<file path="config.mk">
export PLATFORM = sky130hd
export DESIGN_NAME = fetch_unit_flat
export DESIGN_NICKNAME = d
export VERILOG_FILES = /design/src/rtl/fetch_unit_if.sv /design/src/rtl/fetch_unit.sv /design/src/flat_wrapper.sv
export SDC_FILE = /design/constraint.sdc
export NUM_CORES = 1
export LEC_CHECK = 0
export CAP_MARGIN = 20
export CORE_MARGIN = 1
export CORE_UTILIZATION = 50
export DETAILED_ROUTE_END_ITERATION = 16
export PLACE_DENSITY = 0.9
export SLEW_MARGIN = 20
export SYNTH_ARGS = -nofsm -noshare
export SYNTH_HDL_FRONTEND = slang
export SYNTH_SLANG_ARGS = --single-unit
</file>
<file path="constraint.sdc">
create_clock -name CLK -period 3.4 [get_ports CLK]
set_input_delay 1.02 -clock CLK [delete_from_list [all_inputs] [get_ports CLK]]
set_output_delay 1.02 -clock CLK [all_outputs]
set_load 0.1 [all_outputs]
</file>
<file path="src/rtl/fetch_unit_if.sv">
// Fetch-stage bus: icache request/response plus decoder/datapath handshake.
// master = fetch_unit view, slave = icache/decoder/datapath view.
interface fetch_unit_if;
    logic        ihit;
    logic [31:0] imemload;
    logic        iREN;
    logic [31:0] imemaddr;
    logic [31:0] ins;
    logic        ins_valid;
    logic [31:0] npc;
    logic        ins_ready;
    logic [1:0]  pcSel;
    logic [31:0] jr_addr;
    logic        halt;
    logic        halted;

    modport master (
        input  ihit, imemload, ins_ready, pcSel, jr_addr, halt,
        output iREN, imemaddr, ins, ins_valid, npc, halted
    );

    modport slave (
        output ihit, imemload, ins_ready, pcSel, jr_addr, halt,
        input  iREN, imemaddr, ins, ins_valid, npc, halted
    );
endinterface

</file>
<file path="src/rtl/fetch_unit.sv">
// Instruction-fetch stage: owns the PC, reads the icache, holds ins for the decoder.
// Optional FETCH_PREFETCH_EN adds a one-entry sequential prefetch buffer.
module fetch_unit #(
    parameter logic [31:0] PC_INIT = 32'h0000_0000
) (
    input  logic          CLK,
    input  logic          nRST,
    fetch_unit_if.master  bus
);
    localparam logic [1:0] PC_NPC  = 2'd0;
    localparam logic [1:0] PC_BR   = 2'd1;
    localparam logic [1:0] PC_JUMP = 2'd2;
    localparam logic [1:0] PC_JR   = 2'd3;

    typedef enum logic [1:0] {ST_IDLE, ST_FETCH, ST_HOLD, ST_HALTED} state_t;

    state_t      r_state, w_state_nxt;
    logic [31:0] r_pc, r_ins, r_npc;
    logic [31:0] w_target, w_br_off;
    logic        w_pf_req, w_pf_hit, w_seq;
    logic [31:0] w_seq_word;

    assign w_br_off = {{14{r_ins[15]}}, r_ins[15:0], 2'b00};

    // Redirect target for the held instruction.
    always_comb begin
        w_target = r_npc;
        case (bus.pcSel)
            PC_NPC:  w_target = r_npc;
            PC_BR:   w_target = r_npc + w_br_off;
            PC_JUMP: w_target = {r_npc[31:28], r_ins[25:0], 2'b00};
            PC_JR:   w_target = bus.jr_addr & 32'hFFFF_FFFC;
            default: w_target = r_npc;
        endcase
    end

`ifdef FETCH_PREFETCH_EN
    logic [31:0] r_pbuf;
    logic        r_pbuf_valid;

    assign w_pf_req   = (r_state == ST_HOLD) && !r_pbuf_valid;
    assign w_pf_hit   = w_pf_req && bus.ihit;
    // A sequential retire stays in HOLD when the next word is buffered or arriving now.
    assign w_seq      = bus.ins_ready && !bus.halt && (bus.pcSel == PC_NPC)
                        && (r_pbuf_valid || w_pf_hit);
    assign w_seq_word = r_pbuf_valid ? r_pbuf : bus.imemload;

    // Prefetch buffer: filled by a HOLD-state hit, emptied by any retire.
    always_ff @(posedge CLK or negedge nRST) begin
        if (!nRST) begin
            r_pbuf       <= 32'h0000_0000;
            r_pbuf_valid <= 1'b0;
        end else if (r_state == ST_HOLD && bus.ins_ready) begin
            r_pbuf_valid <= 1'b0;
        end else if (w_pf_hit) begin
            r_pbuf       <= bus.imemload;
            r_pbuf_valid <= 1'b1;
        end else begin
            r_pbuf_valid <= r_pbuf_valid;
        end
    end
`else
    assign w_pf_req   = 1'b0;
    assign w_pf_hit   = 1'b0;
    assign w_seq      = 1'b0;
    assign w_seq_word = 32'h0000_0000;
`endif

    // State register.
    always_ff @(posedge CLK or negedge nRST) begin
        if (!nRST) begin
            r_state <= ST_IDLE;
        end else begin
            r_state <= w_state_nxt;
        end
    end

    // Next-state and output decode.
    always_comb begin
        w_state_nxt   = r_state;
        bus.iREN      = 1'b0;
        bus.imemaddr  = r_pc & 32'hFFFF_FFFC;
        bus.ins_valid = 1'b0;
        bus.halted    = 1'b0;
        case (r_state)
            ST_IDLE: begin
                w_state_nxt = ST_FETCH;
            end
            ST_FETCH: begin
                bus.iREN    = 1'b1;
                w_state_nxt = bus.ihit ? ST_HOLD : ST_FETCH;
            end
            ST_HOLD: begin
                bus.ins_valid = 1'b1;
                bus.iREN      = w_pf_req;
                bus.imemaddr  = w_pf_req ? r_npc : (r_pc & 32'hFFFF_FFFC);
                if (!bus.ins_ready) begin
                    w_state_nxt = ST_HOLD;
                end else if (bus.halt) begin
                    w_state_nxt = ST_HALTED;
                end else if (w_seq) begin
                    w_state_nxt = ST_HOLD;
                end else begin
                    w_state_nxt = ST_FETCH;
                end
            end
            ST_HALTED: begin
                bus.halted  = 1'b1;
                w_state_nxt = ST_HALTED;
            end
            default: begin
                w_state_nxt = ST_IDLE;
            end
        endcase
    end

    // PC, held instruction and link address.
    always_ff @(posedge CLK or negedge nRST) begin
        if (!nRST) begin
            r_pc  <= PC_INIT;
            r_ins <= 32'h0000_0000;
            r_npc <= 32'h0000_0000;
        end else if (r_state == ST_FETCH && bus.ihit) begin
            r_ins <= bus.imemload;
            r_npc <= r_pc + 32'd4;
        end else if (r_state == ST_HOLD && bus.ins_ready && !bus.halt) begin
            if (w_seq) begin
                r_ins <= w_seq_word;
                r_npc <= r_npc + 32'd4;
                r_pc  <= r_npc;
            end else begin
                r_pc  <= w_target;
            end
        end else begin
            r_pc <= r_pc;
        end
    end

    assign bus.ins = r_ins;
    assign bus.npc = r_npc;
endmodule

</file>
<file path="src/flat_wrapper.sv">
// flat-port wrapper written by rule: the top's interface ports become plain ports
module fetch_unit_flat 
#(
    parameter logic [31:0] PC_INIT = 32'h0000_0000
)
  (CLK, nRST, bus_ihit, bus_imemload, bus_ins_ready, bus_pcSel, bus_jr_addr, bus_halt, bus_iREN, bus_imemaddr, bus_ins, bus_ins_valid, bus_npc, bus_halted);
  fetch_unit_if bus_i ();
  input  logic CLK;
  input  logic nRST;
  input wire logic [$bits(bus_i.ihit)-1:0] bus_ihit;
  input wire logic [$bits(bus_i.imemload)-1:0] bus_imemload;
  input wire logic [$bits(bus_i.ins_ready)-1:0] bus_ins_ready;
  input wire logic [$bits(bus_i.pcSel)-1:0] bus_pcSel;
  input wire logic [$bits(bus_i.jr_addr)-1:0] bus_jr_addr;
  input wire logic [$bits(bus_i.halt)-1:0] bus_halt;
  output wire logic [$bits(bus_i.iREN)-1:0] bus_iREN;
  output wire logic [$bits(bus_i.imemaddr)-1:0] bus_imemaddr;
  output wire logic [$bits(bus_i.ins)-1:0] bus_ins;
  output wire logic [$bits(bus_i.ins_valid)-1:0] bus_ins_valid;
  output wire logic [$bits(bus_i.npc)-1:0] bus_npc;
  output wire logic [$bits(bus_i.halted)-1:0] bus_halted;
  assign bus_i.ihit = bus_ihit;
  assign bus_i.imemload = bus_imemload;
  assign bus_i.ins_ready = bus_ins_ready;
  assign bus_i.pcSel = bus_pcSel;
  assign bus_i.jr_addr = bus_jr_addr;
  assign bus_i.halt = bus_halt;
  assign bus_iREN = bus_i.iREN;
  assign bus_imemaddr = bus_i.imemaddr;
  assign bus_ins = bus_i.ins;
  assign bus_ins_valid = bus_i.ins_valid;
  assign bus_npc = bus_i.npc;
  assign bus_halted = bus_i.halted;
  fetch_unit #(.PC_INIT(PC_INIT)) u_core (.CLK(CLK), .nRST(nRST), .bus(bus_i));
endmodule
</file>
== Yosys cells after proc, flatten, opt, wreduce, memory -nomap -nowiden ==
Cells that the tools add are included.
Storage, ports and cells
  output and inout port bits: 99
  logic and storage cells: 28
  register bits: 98
Operators by class
  $add $sub $neg: 2
  equality and inequality tests: 6
  multiplexer cells: 8
  reductions and logical operators: 7
  bitwise logic cells: 1
Operator list (count)
  32-bit one-hot mux with 4 select lines: 1
  32-bit by 3-bit adder with 32-bit output (second input constant): 1
  32-bit adder: 1
  2-bit == test (second input constant): 4
  2-bit one-hot mux with 4 select lines: 1
  2-bit two-way mux: 3
  2-bit by 1-bit == test with 1-bit output (second input constant): 2
  2-bit logical NOT: 2
  1-bit logical AND: 3
  1-bit two-way mux: 3
  2-bit AND reduction: 1
  1-bit logical NOT: 1
  1-bit inverter: 1

== Longest topological paths before layout ==
  word-level depth: 4
  mapped depth: 10
  depth with buffers taken out: 10

== Worst setup path after synthesis ==
OpenSTA, ideal clock, no wires.
  path type: register to register
  start: register u_core.r_ins[10] (netlist: u_core.bus.ins[10])
  end: register u_core.r_pc[22]
  arrival time: 2.991 ns
  required time: 3.280 ns
  path slack: 0.289 ns
  stages on the path, launching flop included: 9
  setup time: 0.120 ns
  cell sequence: dfrtp_1 -> ha_1 -> and3_1 -> a221o_1 -> or3_1 -> o22ai_2 -> o21bai_2 -> or4_1 -> and3_1
Between the ends
  cells in the longest elaborated chain, start to end: 2
RTL lines
  from (decl): RTL line fetch_unit.sv:18  | logic [31:0] r_pc, r_ins, r_npc;
  from (signal assigned): RTL line fetch_unit.sv:124  | r_ins <= bus.imemload;
  from (signal assigned): RTL line fetch_unit.sv:128  | r_ins <= w_seq_word;
  32-bit adder: RTL line fetch_unit.sv:30  | PC_BR: w_target = r_npc + w_br_off;
  32-bit one-hot mux with 4 select lines: RTL line fetch_unit.sv:28  | case (bus.pcSel)
  to (signal assigned): RTL line fetch_unit.sv:130  | r_pc <= r_npc;
  to (signal assigned): RTL line fetch_unit.sv:132  | r_pc <= w_target;
  to (signal assigned): RTL line fetch_unit.sv:135  | r_pc <= r_pc;
  to (decl): RTL line fetch_unit.sv:18
No other way between the ends.
A chain may end at the register's enable or synchronous reset.

== Final worst setup path ==
  start: register u_core.r_npc[2] (netlist: u_core.bus.npc[2])
  end: register u_core.r_pc[28]
Between the ends
  cells in the longest elaborated chain, start to end: 2
RTL lines
  from (decl): RTL line fetch_unit.sv:18
  from (signal assigned): RTL line fetch_unit.sv:125  | r_npc <= r_pc + 32'd4;
  from (signal assigned): RTL line fetch_unit.sv:129  | r_npc <= r_npc + 32'd4;
  32-bit adder: RTL line fetch_unit.sv:30
  32-bit one-hot mux with 4 select lines: RTL line fetch_unit.sv:28
No other way between the ends.

==> metrics.md <==
| Metric | Value |
|---|---|
| CP endpoint | u_core.r_pc[28] |
| Register area share after synthesis | 36.3% |
| Top post-synthesis cells by count | dfrtp_1, nand2_1, o21ai_0 |
| Starting Density | roughly 50% |
| # Post-CTS Setup Buffers | 0 |
| Share of layout cells above drive strength 1 | about 23% |
| Share of the synthesized area in the top cell type | a little over a third |
| Htree depth | 3 |
| F_max | roughly 330 MHz |
| Avg WL per Cell | around 18 um |
| Max-capacitance violation count | 0 |
| Post-synth EDFFs | 0 |
| Critical path launch point | u_core.bus.npc[2] |
| Slew of the pin with the lowest slew margin | 0.646 ns |
| RSZ-0062 raised after global routing | false |
| GP Congestion | between 0.9 and 1 |
| Drt initial violations | between 500 and 600 |
| Yosys reg bits | slightly below 100 |
| Largest net degree at the start of global routing | 52 |
| Final Hold Viols | 0 |
| Final wirelength | between 15 and 20 mm |
| Die area | between 10,000 and 15,000 um^2 |
| Fin area | approximately 8400 um^2 |
| Filler cell count | 1,076 |
| Vias/cell | approximately 6 |
| RR Startpoint | u_core.bus.npc[2] |
| Synth warnings | 0 |
| Hpwl dp | 14.3 mm |
| Post-Syn Instances | ~740 |
| Avg Synthesized Cell Area | roughly 9.1 um^2 |
| Crit Path Class | reg -> reg |
| Critical R2R Capture | u_core.r_pc[28] |
| # IOs | 170 |
| Ys flop type | dfrtp_1 |
| Tcrit/Tclk final | between 80% and 90% |
| Drt pass-1 iters | 5 |
| Resize count post-CTS | 0 |
| Critical Path RT | ~3.6 ns |
| GRT Util Overall | around 28% |
| Antenna-violating nets left | 0 |
| Port Buffers | 165 |
| Synth-to-layout area growth | 24.5% |
| Depth of the most critical reg-to-reg path | 10 |
| Die Height | ~120 um |
| Minimum clock period after layout | around 3 ns |
| Post-synth ARST share | 100% |
| Hold Crit Class | reg -> reg |
| Std cell rows | 42 |
| Global-route wire length before repair | between 30 and 40 mm |
| Vias in the first global route | ~6,000 |
| Slew margin rel. | 56.9% |
| Post-Syn Area | slightly below 7000 um^2 |
| CP Capture Type | register |
| Gr ovfl total | 0 |
| # setup viols final | 0 |
| Initial antenna violation count | 0 |
| Number of distinct library cells after synthesis | 63 |
| Worst-path maximum fanout | 4 |
| Diode count | 0 |
| CP arrival | around 3.3 ns |
| DRC viols | 0 |
| Root Buffer | clkbuf_16 |
| Top post-synthesis cells by area | dfrtp_1, mux2_2, ha_1 |
| Routed vias | 6,244 |
| Max Slew Vio Count | 0 |
| Startpoint types | register |
| Setup slack, reg-to-reg | ~0.39 ns |
| Nets | 967 |
| Cell taking the most area after synthesis | dfrtp_1 |
| Placement Cell Area | approximately 8000 um^2 |
| CTS tree | built |
| Outcome | finished, final reports clean |
| Multi-input gate area | 3890 um^2 |
| Setup tns final | 0 ns |
| Clock sinks | a little under 100 |
| Worst-path clk slew | approximately 0.070 ns |
| Worst skew pair latency | between 0.3 and 0.4 ns |
| Storage cell area | around 2500 um^2 |
| # hold bufs at CTS | 0 |
| Core Footprint | 13,200 um^2 |
| Final clock skew | a little over 0.006 ns |
| Hold Path Cell Cnt | 2 |
| Die X | 118 um |
| Clock buffer depth | 2 |
| CTS Buf Count | 9 |
==> worst min path at each step <==
stage	startpoint	endpoint
finish	u_core.r_pc[0]	u_core.r_pc[0]
global route	u_core.r_pc[0]	u_core.r_pc[0]
CTS	u_core.r_pc[0]	u_core.r_pc[0]
detailed placement	u_core.r_pc[0]	u_core.r_pc[0]
global placement	u_core.r_pc[0]	u_core.r_pc[0]
floorplan	u_core.r_pc[0]	u_core.r_pc[0]
==> logic make-up (layout without fill, tap and decap cells) <==
| family | count (synthesis) | after routing | synth area share [%] |
|---|---|---|---|
| mux | 66 | 66 | 12.0 |
| fa+ha+maj | 31 | 31 | 5.85 |
| compound gates | 181 | 181 | 16.6 |
| xor+xnor | 43 | 43 | 5.57 |
| simple gates | 244 | 244 | 17.4 |
| other cells | 1 | 2 | 0.0555 |
| flops | 98 | 98 | 36.3 |
| buf+inv | 78 | 205 | 6.30 |
==> flip-flops by register name, summed over array words and instances (netlist names) <==
name	flops
u_core.bus.ins	32
u_core.bus.npc	32
u_core.r_pc	32
u_core.r_state	2
==> per-layer routing <==
layer / track usage [%] / vias to the layer above / wire length, um
li1: - / 2900 / -
met1: 36.3 / 3031 / 8160
met2: 46.2 / 274 / 9310
met3: 5.36 / 39 / 1320
met4: 11.5 / 0 / 490
met5: 0 / - / 0
==> cells in the final DEF (no fill, tap or decap), types with 4 or more instances in the layout <==
master / Yosys / final
nand2b_1: 8 / 8
clkdlybuf4s50_1: 0 / 66
mux4_2: 7 / 7
nor4_1: 4 / 4
nand3_1: 19 / 19
dfrtp_1: 98 / 98
o21a_1: 6 / 6
mux2i_1: 10 / 10
mux2_2: 49 / 49
nand2_1: 98 / 97
or3_1: 6 / 6
xor2_1: 23 / 23
and4_1: 4 / 4
a21o_1: 10 / 10
nand4_1: 15 / 15
a31oi_1: 6 / 6
buf_4: 34 / 112
nor2b_1: 11 / 11
o22ai_1: 13 / 13
nor3_1: 10 / 10
inv_1: 8 / 8
nor2_1: 42 / 41
ha_1: 30 / 30
xnor2_1: 20 / 20
o221ai_1: 8 / 8
clkbuf_16: 0 / 9
a21oi_1: 46 / 46
o21bai_1: 4 / 4
o21ai_0: 56 / 56
and3_1: 7 / 7
==> critical path, cell delays in order (launching register included) <==
cell      delay (ns)
dfrtp_1         0.40
ha_1            0.21
inv_1           0.06
fa_1            0.41
nor2b_1         0.20
o211ai_1        0.13
a31oi_1         0.43
o221ai_1        0.33
a31oi_1         0.43
and3_1          0.21
o31ai_1         0.07
==> final cells by class <==
cell class | instances | area share, %
Multi-Input combinational cell | 567 | 46.3
Sequential cell | 98 | 29.1
Timing Repair Buffer | 181 | 18.4
Clock buffer | 12 | 2.93
Tap cell | 176 | 2.62
Inverter | 8 | 0.357
Clock inverter | 4 | 0.312
==> metrics by stage <==
| stage | hold slack [ns] | std cells | util, % | worst slack, ns |
|---|---|---|---|---|
| finish | 0.484 | 1046 | 63.8 | 0.388 |
| global placement | 0.453 | 1030 | 61.7 | 0.427 |
| detailed placement | 0.472 | 1030 | 61.7 | 0.410 |
| global route | 0.505 | 1046 | 63.8 | 0.223 |
| floorplan | 0.435 | 743 | - | 0.289 |
| CTS | 0.492 | 1046 | 63.8 | 0.496 |
Power is not shown: default switching activity piles up to over one toggle a cycle in this logic, so the estimate is an artifact.
